## src/rtl/rx_dcm_pkg.sv

```systemverilog
// Shared types and width helpers for the rx DCM reset/lock sequencer.
package rx_dcm_pkg;

   typedef enum logic [2:0] {
      RESET_DCM = 3'd0,
      WAIT_LOCK = 3'd1,
      STABLE    = 3'd2,
      RUN       = 3'd3,
      FAIL      = 3'd4
   } rx_dcm_state_e;

   // Bits needed for a counter that runs 0..n-1.
   function automatic int cnt_w(input int n);
      return (n <= 2) ? 1 : $clog2(n);
   endfunction

   // One counter is shared by every timed state, so it must fit the longest span.
   function automatic int seq_cnt_w(input int pulse, input int timeout, input int stable);
      int w;
      w = cnt_w(pulse);
      if (cnt_w(timeout) > w) w = cnt_w(timeout);
      if (cnt_w(stable) > w) w = cnt_w(stable);
      return w;
   endfunction

   function automatic int retry_w(input int max_retries);
      return (max_retries < 1) ? 1 : $clog2(max_retries + 1);
   endfunction

endpackage

```

## src/rtl/rx_sync2.sv

```systemverilog
// Generic two-flop synchronizer with asynchronous active-high reset to 0.
module rx_sync2 #(
   parameter int WIDTH = 1
) (
   input  logic             i_clk,
   input  logic             i_rst,
   input  logic [WIDTH-1:0] i_d,
   output logic [WIDTH-1:0] o_q
);

   logic [WIDTH-1:0] r_meta;
   logic [WIDTH-1:0] r_sync;

   always_ff @(posedge i_clk or posedge i_rst) begin
      if (i_rst) begin
         r_meta <= '0;
         r_sync <= '0;
      end else begin
         r_meta <= i_d;
         r_sync <= r_meta;
      end
   end

   assign o_q = r_sync;

endmodule

```

## src/rtl/rx_dcm_ctrl.sv

```systemverilog
// DCM reset/lock sequencer clocked by the free-running pre-DCM clock.
// Define RX_DCM_LOSS_CNT_EN to add loss_cnt, a saturating count of lock losses seen in RUN.
module rx_dcm_ctrl
   import rx_dcm_pkg::*;
#(
   parameter int RST_PULSE_CYCLES   = 8,
   parameter int LOCK_TIMEOUT       = 65536,
   parameter int LOCK_STABLE_CYCLES = 64,
   parameter int MAX_RETRIES        = 4
) (
   input  logic                            rxclk_in,
   input  logic                            reset,
   input  logic                            dcm_locked,
   input  logic                            relock_req,
   output logic                            dcm_rst,
   output logic                            rx_reset,
   output logic                            dcm_ready,
   output logic                            lock_fail,
   output logic [retry_w(MAX_RETRIES)-1:0] retry_cnt
`ifdef RX_DCM_LOSS_CNT_EN
   ,
   output logic [7:0]                      loss_cnt
`endif
);

   localparam int CNT_W   = seq_cnt_w(RST_PULSE_CYCLES, LOCK_TIMEOUT, LOCK_STABLE_CYCLES);
   localparam int RETRY_W = retry_w(MAX_RETRIES);

   localparam logic [CNT_W-1:0]   PULSE_LAST   = CNT_W'(RST_PULSE_CYCLES - 1);
   localparam logic [CNT_W-1:0]   TIMEOUT_LAST = CNT_W'(LOCK_TIMEOUT - 1);
   localparam logic [CNT_W-1:0]   STABLE_LAST  = CNT_W'(LOCK_STABLE_CYCLES - 1);
   localparam logic [RETRY_W-1:0] RETRY_MAX    = RETRY_W'(MAX_RETRIES);

   rx_dcm_state_e      r_state;
   rx_dcm_state_e      w_state_nxt;
   logic [CNT_W-1:0]   r_cnt;
   logic [CNT_W-1:0]   w_cnt_nxt;
   logic [RETRY_W-1:0] r_retry;
   logic [RETRY_W-1:0] w_retry_nxt;
   logic               r_dcm_rst;
   logic               r_rx_reset;
   logic               r_dcm_ready;
   logic               r_lock_fail;
   logic               w_locked_s;

   rx_sync2 #(
      .WIDTH (1)
   ) u_lock_sync (
      .i_clk (rxclk_in),
      .i_rst (reset),
      .i_d   (dcm_locked),
      .o_q   (w_locked_s)
   );

   always_comb begin
      w_state_nxt = r_state;
      w_cnt_nxt   = r_cnt;
      w_retry_nxt = r_retry;

      case (r_state)
         RESET_DCM: begin
            if (r_cnt == PULSE_LAST) begin
               w_state_nxt = WAIT_LOCK;
               w_cnt_nxt   = '0;
            end else begin
               w_cnt_nxt = r_cnt + CNT_W'(1);
            end
         end
         // Lock is checked before the timeout so a coincident lock wins.
         WAIT_LOCK: begin
            if (w_locked_s) begin
               w_state_nxt = STABLE;
               w_cnt_nxt   = '0;
            end else if (r_cnt == TIMEOUT_LAST) begin
               w_cnt_nxt = '0;
               if (r_retry == RETRY_MAX) begin
                  w_state_nxt = FAIL;
               end else begin
                  w_state_nxt = RESET_DCM;
                  w_retry_nxt = r_retry + RETRY_W'(1);
               end
            end else begin
               w_cnt_nxt = r_cnt + CNT_W'(1);
            end
         end
         STABLE: begin
            if (!w_locked_s) begin
               w_state_nxt = WAIT_LOCK;
               w_cnt_nxt   = '0;
            end else if (r_cnt == STABLE_LAST) begin
               w_state_nxt = RUN;
               w_cnt_nxt   = '0;
            end else begin
               w_cnt_nxt = r_cnt + CNT_W'(1);
            end
         end
         RUN: begin
            if (!w_locked_s) begin
               w_state_nxt = RESET_DCM;
               w_cnt_nxt   = '0;
               w_retry_nxt = '0;
            end
         end
         FAIL: begin
            w_state_nxt = FAIL;
         end
         default: begin
            w_state_nxt = RESET_DCM;
            w_cnt_nxt   = '0;
            w_retry_nxt = '0;
         end
      endcase

      // A relock request restarts the sequence from anywhere except an ongoing DCM reset pulse.
      if (relock_req && (r_state != RESET_DCM)) begin
         w_state_nxt = RESET_DCM;
         w_cnt_nxt   = '0;
         w_retry_nxt = '0;
      end
   end

   always_ff @(posedge rxclk_in or posedge reset) begin
      if (reset) begin
         r_state <= RESET_DCM;
         r_cnt   <= '0;
         r_retry <= '0;
      end else begin
         r_state <= w_state_nxt;
         r_cnt   <= w_cnt_nxt;
         r_retry <= w_retry_nxt;
      end
   end

   // Outputs are decoded from the next state so they change on the same edge as the state.
   always_ff @(posedge rxclk_in or posedge reset) begin
      if (reset) begin
         r_dcm_rst   <= 1'b1;
         r_rx_reset  <= 1'b1;
         r_dcm_ready <= 1'b0;
         r_lock_fail <= 1'b0;
      end else begin
         r_dcm_rst   <= (w_state_nxt == RESET_DCM);
         r_rx_reset  <= (w_state_nxt != RUN);
         r_dcm_ready <= (w_state_nxt == RUN);
         r_lock_fail <= (w_state_nxt == FAIL);
      end
   end

   assign dcm_rst   = r_dcm_rst;
   assign rx_reset  = r_rx_reset;
   assign dcm_ready = r_dcm_ready;
   assign lock_fail = r_lock_fail;
   assign retry_cnt = r_retry;

`ifdef RX_DCM_LOSS_CNT_EN
   logic [7:0] r_loss_cnt;
   logic       w_loss_evt;

   // In RUN a low synced lock always forces RESET_DCM, with or without a relock request.
   assign w_loss_evt = (r_state == RUN) && !w_locked_s;

   always_ff @(posedge rxclk_in or posedge reset) begin
      if (reset) begin
         r_loss_cnt <= 8'd0;
      end else if (w_loss_evt && (r_loss_cnt != 8'hFF)) begin
         r_loss_cnt <= r_loss_cnt + 8'd1;
      end
   end

   assign loss_cnt = r_loss_cnt;
`endif

endmodule

```

## config.mk

```make
export PLATFORM = sky130hd
export DESIGN_NAME = rx_dcm_ctrl
export DESIGN_NICKNAME = d
export VERILOG_FILES = /design/src/rtl/rx_dcm_pkg.sv /design/src/rtl/rx_sync2.sv /design/src/rtl/rx_dcm_ctrl.sv
export SDC_FILE = /design/constraint.sdc
export NUM_CORES = 1
export LEC_CHECK = 0
export CORE_MARGIN = 1
export CORE_UTILIZATION = 40
export CTS_CLUSTER_DIAMETER = 80
export DETAILED_ROUTE_END_ITERATION = 10
export GPL_ROUTABILITY_DRIVEN = 0
export HOLD_SLACK_MARGIN = 0.06
export SYNTH_ARGS = -nofsm -noshare
export SYNTH_HDL_FRONTEND = slang
export SYNTH_SLANG_ARGS = --single-unit
```

## constraint.sdc

```tcl
create_clock -name rxclk_in -period 2.3 [get_ports rxclk_in]
set_input_delay 0.345 -clock rxclk_in [delete_from_list [all_inputs] [get_ports rxclk_in]]
set_output_delay 0.345 -clock rxclk_in [all_outputs]
set_load 0.02 [all_outputs]
```

======== Yosys cells after proc, flatten, opt, wreduce, memory -nomap -nowiden ========
Index checks and enable logic that the tools add are counted.
word-level totals
  flip-flop bits (word level) ............. 28
  input bits .............................. 4
  output and inout port bits .............. 7
  word-level logic and storage cells ...... 58
cells by class
  add/sub/neg operators ................... 2
  equal/unequal tests ..................... 17
  multiplexer cells ....................... 23
  reduce and logical (&&, ||, !) cells .... 7
operator list
  kind                                                                     count
  16-bit two-way mux                                                       7
  16-bit one-hot mux with 5 select lines                                   1
  3-bit two-way mux                                                        13
  16-bit by 1-bit adder with 16-bit output, second input constant          1
  16-bit equality test, second input constant                              1
  16-bit by 3-bit equality test with 1-bit output, second input constant   1
  16-bit by 6-bit equality test with 1-bit output, second input constant   1
  3-bit one-hot mux with 5 select lines                                    1
  3-bit inequality test, second input constant                             4
  3-bit by 2-bit equality test with 1-bit output, second input constant    3
  3-bit equality test, second input constant                               3
  3-bit one-hot mux with 3 select lines                                    1
  3-bit logical NOT                                                        2
  5-bit AND reduction                                                      1
  3-bit by 1-bit adder with 3-bit output, second input constant            1
  3-bit by 1-bit equality test with 1-bit output, second input constant    1
  3-bit by 2-bit inequality test with 1-bit output, second input constant  1
  3-bit nonzero test                                                       1
  3-bit OR reduction                                                       1
  2-bit by 1-bit inequality test with 1-bit output, second input constant  1
  2-bit inequality test, second input constant                             1
  2-bit AND reduction                                                      1
  1-bit logical AND                                                        1

======== Longest topological paths before layout ========
  depth in word-level cells ............... 7
  gate-level depth with buffers ........... 7
  depth with buffers taken out ............ 6

======== Cells and area by module ========
From an unflattened synthesis, not the netlist that was laid out.
second synthesis, totals
  cell total of the unflattened synthesis .. 205
  area, all modules ....................... 1,775.5 µm²
modules (own cells, without submodules)
  module       instances  cells each  area each (µm²)  seq. area each (µm²)
  rx_dcm_ctrl  1          202         1,721.7          653.1
  rx_sync2     1          3           53.8             50.0

======== Least setup slack after synthesis ========
No wires, ideal clock.
  kind .................................... register to register
  start point ............................. reg r_cnt[0]
  end point ............................... reg r_cnt[6]
  setup time .............................. 0.066 ns
  arrival ................................. 1.668 ns
  required time ........................... 2.234 ns
  path slack .............................. 0.566 ns
  stages on the path, launching flop included .. 7
  buffers on the path ..................... 0
  clock period less this slack ............ 1.734 ns
  cell sequence ........................... dfrtp_1 > ha_1 > and3_1 > a41oi_2 > a22oi_2 > a2111oi_0 > a221o_1
between the ends
  cells in the longest elaborated chain, start to end .. 5
  elaborated cells on any way between the ends .. 11
  those cells by class .................... add/sub (1); eq/ne (3); mux (7)
ends and longest elaborated chain
  element                                                           line                                                     text
  start, declared                                                   rx_dcm_ctrl.sv:36                                        logic [CNT_W-1:0] r_cnt;
  start signal, assigned                                            rx_dcm_ctrl.sv:129                                       r_cnt <= w_cnt_nxt;
  16-bit by 1-bit adder with 16-bit output (tied with other cells)  rx_dcm_ctrl.sv:66, rx_dcm_ctrl.sv:83, rx_dcm_ctrl.sv:94
  16-bit two-way mux (on tied branches)                             rx_dcm_ctrl.sv:90, rx_dcm_ctrl.sv:74
  16-bit two-way mux (on tied branches)                             rx_dcm_ctrl.sv:87, rx_dcm_ctrl.sv:71
  16-bit one-hot mux with 5 select lines (*)                        rx_dcm_ctrl.sv:60                                        case (r_state)
  16-bit two-way mux (*)                                            rx_dcm_ctrl.sv:115                                       if (relock_req && (r_state != RESET_DCM)) begin
Mark *: on every way between the ends. The rest lies on a longest branch, timed or not.
A chain may end at the register's enable or synchronous reset.

======== Worst setup path after layout ========
  start point ............................. reg r_cnt[0]
  end point ............................... reg r_cnt[7]
The elaborated chain is that of the path after synthesis.

==> impl_results.md <==
* Outcome: complete, no violations
* Clock latency on the worst-skew pair at 0.27 ns
* CP arrival at 2.23 ns
* Max Used Layer: met4
* Sequential-to-total area share from yosys stat at 40.8%
* CP endpoint kind: register
* DRC violations left at 0
* DRT Pass-1 Iters at 5
* Final HPWL DP at 2.66 mm
* Crit Path Max Fanout at 11
* Average size of a mapped cell at 10.1 µm²
* Sequential power share at 45.1%
* Wirelength per Cell at 15.7 µm
* Ratio of cells with drive above 1 in the final layout at 15.0%
* Die area at 0.00458 mm²
* Post-route minimum period at 2.07 ns
* Fin nets at 188
* Die W at 67.7 µm
* Root buf cell: clkbuf_8
* Final ANT Viol Nets at 0
* Net Sw Power at 0.514 mW
* Slew Viols, Final at 0
* Area taken by multi-input logic gates at 955 µm²
* DR WL met3 at 132 µm
* Hold Vio Cnt, Final at 0
* DP Area at 0.00187 mm²
* Hold_ws at 0.369 ns
* Leak at 0.767 nW
* YS warnings at 0
* Sequence of cells on the critical path: ha_1 > and3_1 > a41oi_2 > a22o_1 > o21ai_4 > o211ai_1
* Syn_nets at 177
* WL met2 at 1.66 mm
* # Max-Cap Violations at 0
* Int Pwr at 0.908 mW
* Rows at 23
* Largest net degree at the start of global routing at 29
* CTS Buf Count at 3
* Total track usage at 18.1%
* CTS Buffer Depth at 2
* Post-CTS Setup Bufs at 0
* Comb pwr share at 33.4%
* PD cells at 737 mW/mm²
* Yosys top cell area share at 37.7%
* Critical path launch point type: register
* First-pass GRT wire length at 6.22 mm
* DRT iter0 DRCs at 84
* Worst Skew at 0.00604 ns
* # setup viols final at 0
* Clk network pwr share at 21.5%
* Worst-Margin Slew at 0.629 ns
* Initial antenna violation count at 0
* Maximum VDD drop at 0.000394 V
* Synth area leaders: dfrtp_1, a21oi_1, nand3_1, xnor2_1, dfstp_2
* WL final at 3.62 mm
* Setup_tns at 0 ns
* RSZ-0062 raised after global routing: false
* Post-synth EDFFs at 0
* Min-delay worst type: reg -> reg
* Setup Crit Path Kind: reg -> reg
* Post-synth cell types at 58
* Routed vias at 1368
* Seq. cell area at 703 µm²
* Port Buffers at 10
* Reg clk slew, reported paths at 0.10 ns
* TritonCTS Sinks at 28
* Area Overhead vs Synth at 11.8%
* Crit path required time at 2.45 ns
* Cell count after synthesis at 170
* Number of register bits inferred by synthesis at 28
* Peak Freq at 0.482 GHz
* Hold Startpoint: u_lock_sync.r_meta
* Final period util at 90.1%
* R2R depth at 6
* Worst path max stage delay at 0.41 ns
* DR vias/cell at 5.95
* Commonest cells post-synth: dfrtp_1, a21oi_1, nand3_1
* Max_slew headroom at 57.5%
* Final Util at 47.5%
* # diodes at 0
* Core area at 0.00406 mm²
* Worst R2R Start: r_cnt[0]
* Synth area leader: dfrtp_1
* Slowest cell on crit path: dfrtp_1
* Met1 wire length at 1.81 mm
* CTS tree: built
* Ports at 11
* CP Launch Point: r_cnt[0]
* Die height at 67.7 µm
* Vias in the first global route at 1296
* Switching power share of the total at 36.1%
* Post-synth ARST share at 100%
* R2r setup slk at 0.23 ns
* Most numerous cell in the Yosys netlist: dfrtp_1
* Fill cells at 377
* Initial Util at 42.5%
* Total grt overflow at 0
* H-tree levels at 1
* Post-Syn Area at 0.00172 mm²
* Hold_buf cts at 0
* Cell area after layout at 0.00193 mm²
* Primary FF master, synth: dfrtp_1
* Hold depth at 0
## kinds of logic (layout without fill, tap and decap cells)
logic type	after synthesis	in the layout	share of synthesized area (%)
xor+xnor	8	8	4.06
simple gates	68	68	26.1
buf+inv	14	24	4.28
compound gates	45	45	20.2
fa+ha+maj	6	6	3.92
flops	28	28	40.8
mux	1	1	0.581
## layout make-up
type,count,share of cell area [%]
sequential,28,36.5
clock buffer,4,2.86
tap,50,3.24
timing repair buffer,14,6.75
inverter,6,1.17
multi-input combinational,128,49.5
## power by group through the flow
stage	combinational, mW	clock [mW]	sequential, mW
4_1_cts	0.462	0.320	0.640
3_3_place_gp	0.452	0	0.646
2_1_floorplan	0.373	0	0.625
6_report	0.475	0.305	0.642
3_5_place_dp	0.458	0	0.650
5_1_grt	0.523	0.338	0.656
## per-layer routing
layer	vias to the layer above	track usage (%)
li1	667	-
met1	673	26.2
met2	26	27.5
met3	2	3.89
met4	0	3.72
met5	-	0
## stage by stage
stage	setup WS [ns]	power (mW)	cells
5_1_grt	0.0826	1.52	230
6_report	0.227	1.42	230
4_1_cts	0.129	1.42	230
3_3_place_gp	0.244	1.10	226
2_1_floorplan	0.566	0.998	170
3_5_place_dp	0.176	1.11	226
## flip-flops by register name (all words and copies together), names as in the netlist
register,flops
r_cnt,16
retry_cnt,3
dcm_ready,1
r_state,3
dcm_rst,1
u_lock_sync.r_meta,1
u_lock_sync.o_q,1
rx_reset,1
lock_fail,1
## worst paths after layout
path | to
max | r_cnt[7]
min in group asynchronous | lock_fail
min | u_lock_sync.o_q
min reg2reg | u_lock_sync.o_q
max in group asynchronous | dcm_rst
max reg2reg | r_cnt[7]
## cell usage in the layout, fill, tap and decap left out, drive strengths merged, types with 2 or more instances in the layout
cell	instances
o21ai	9
ha	3
inv	6
buf	4
dfrtp	26
nor4b	4
maj3	3
o2111ai	3
dfstp	2
and4bb	2
or2	2
nor3	7
a21boi	2
a21oi	15
nand2b	3
nand3	13
o221ai	2
nor3b	3
xnor2	7
nor2	3
and2	3
a221o	3
a22o	2
and3	5
and4	3
clkdlybuf4s50	10
nor4	2
nand2	10
nand4	4
clkbuf	4
## critical path: cells and delay by family (launching register included)
family                   cells  cell delay (ns)
AND/OR/NAND/NOR              1             0.29
adder cells (fa/ha/maj)      1             0.25
AO/OA/AOI/OAI                4             1.01
flip-flops                   1             0.41
## what timing repair did
item                                    4_1_cts  5_1_grt
endpoints found under the hold margin         0        0
gates resized for setup                       0        1
endpoints found under the setup margin        0       11
Power figures use the tool's default switching activity.
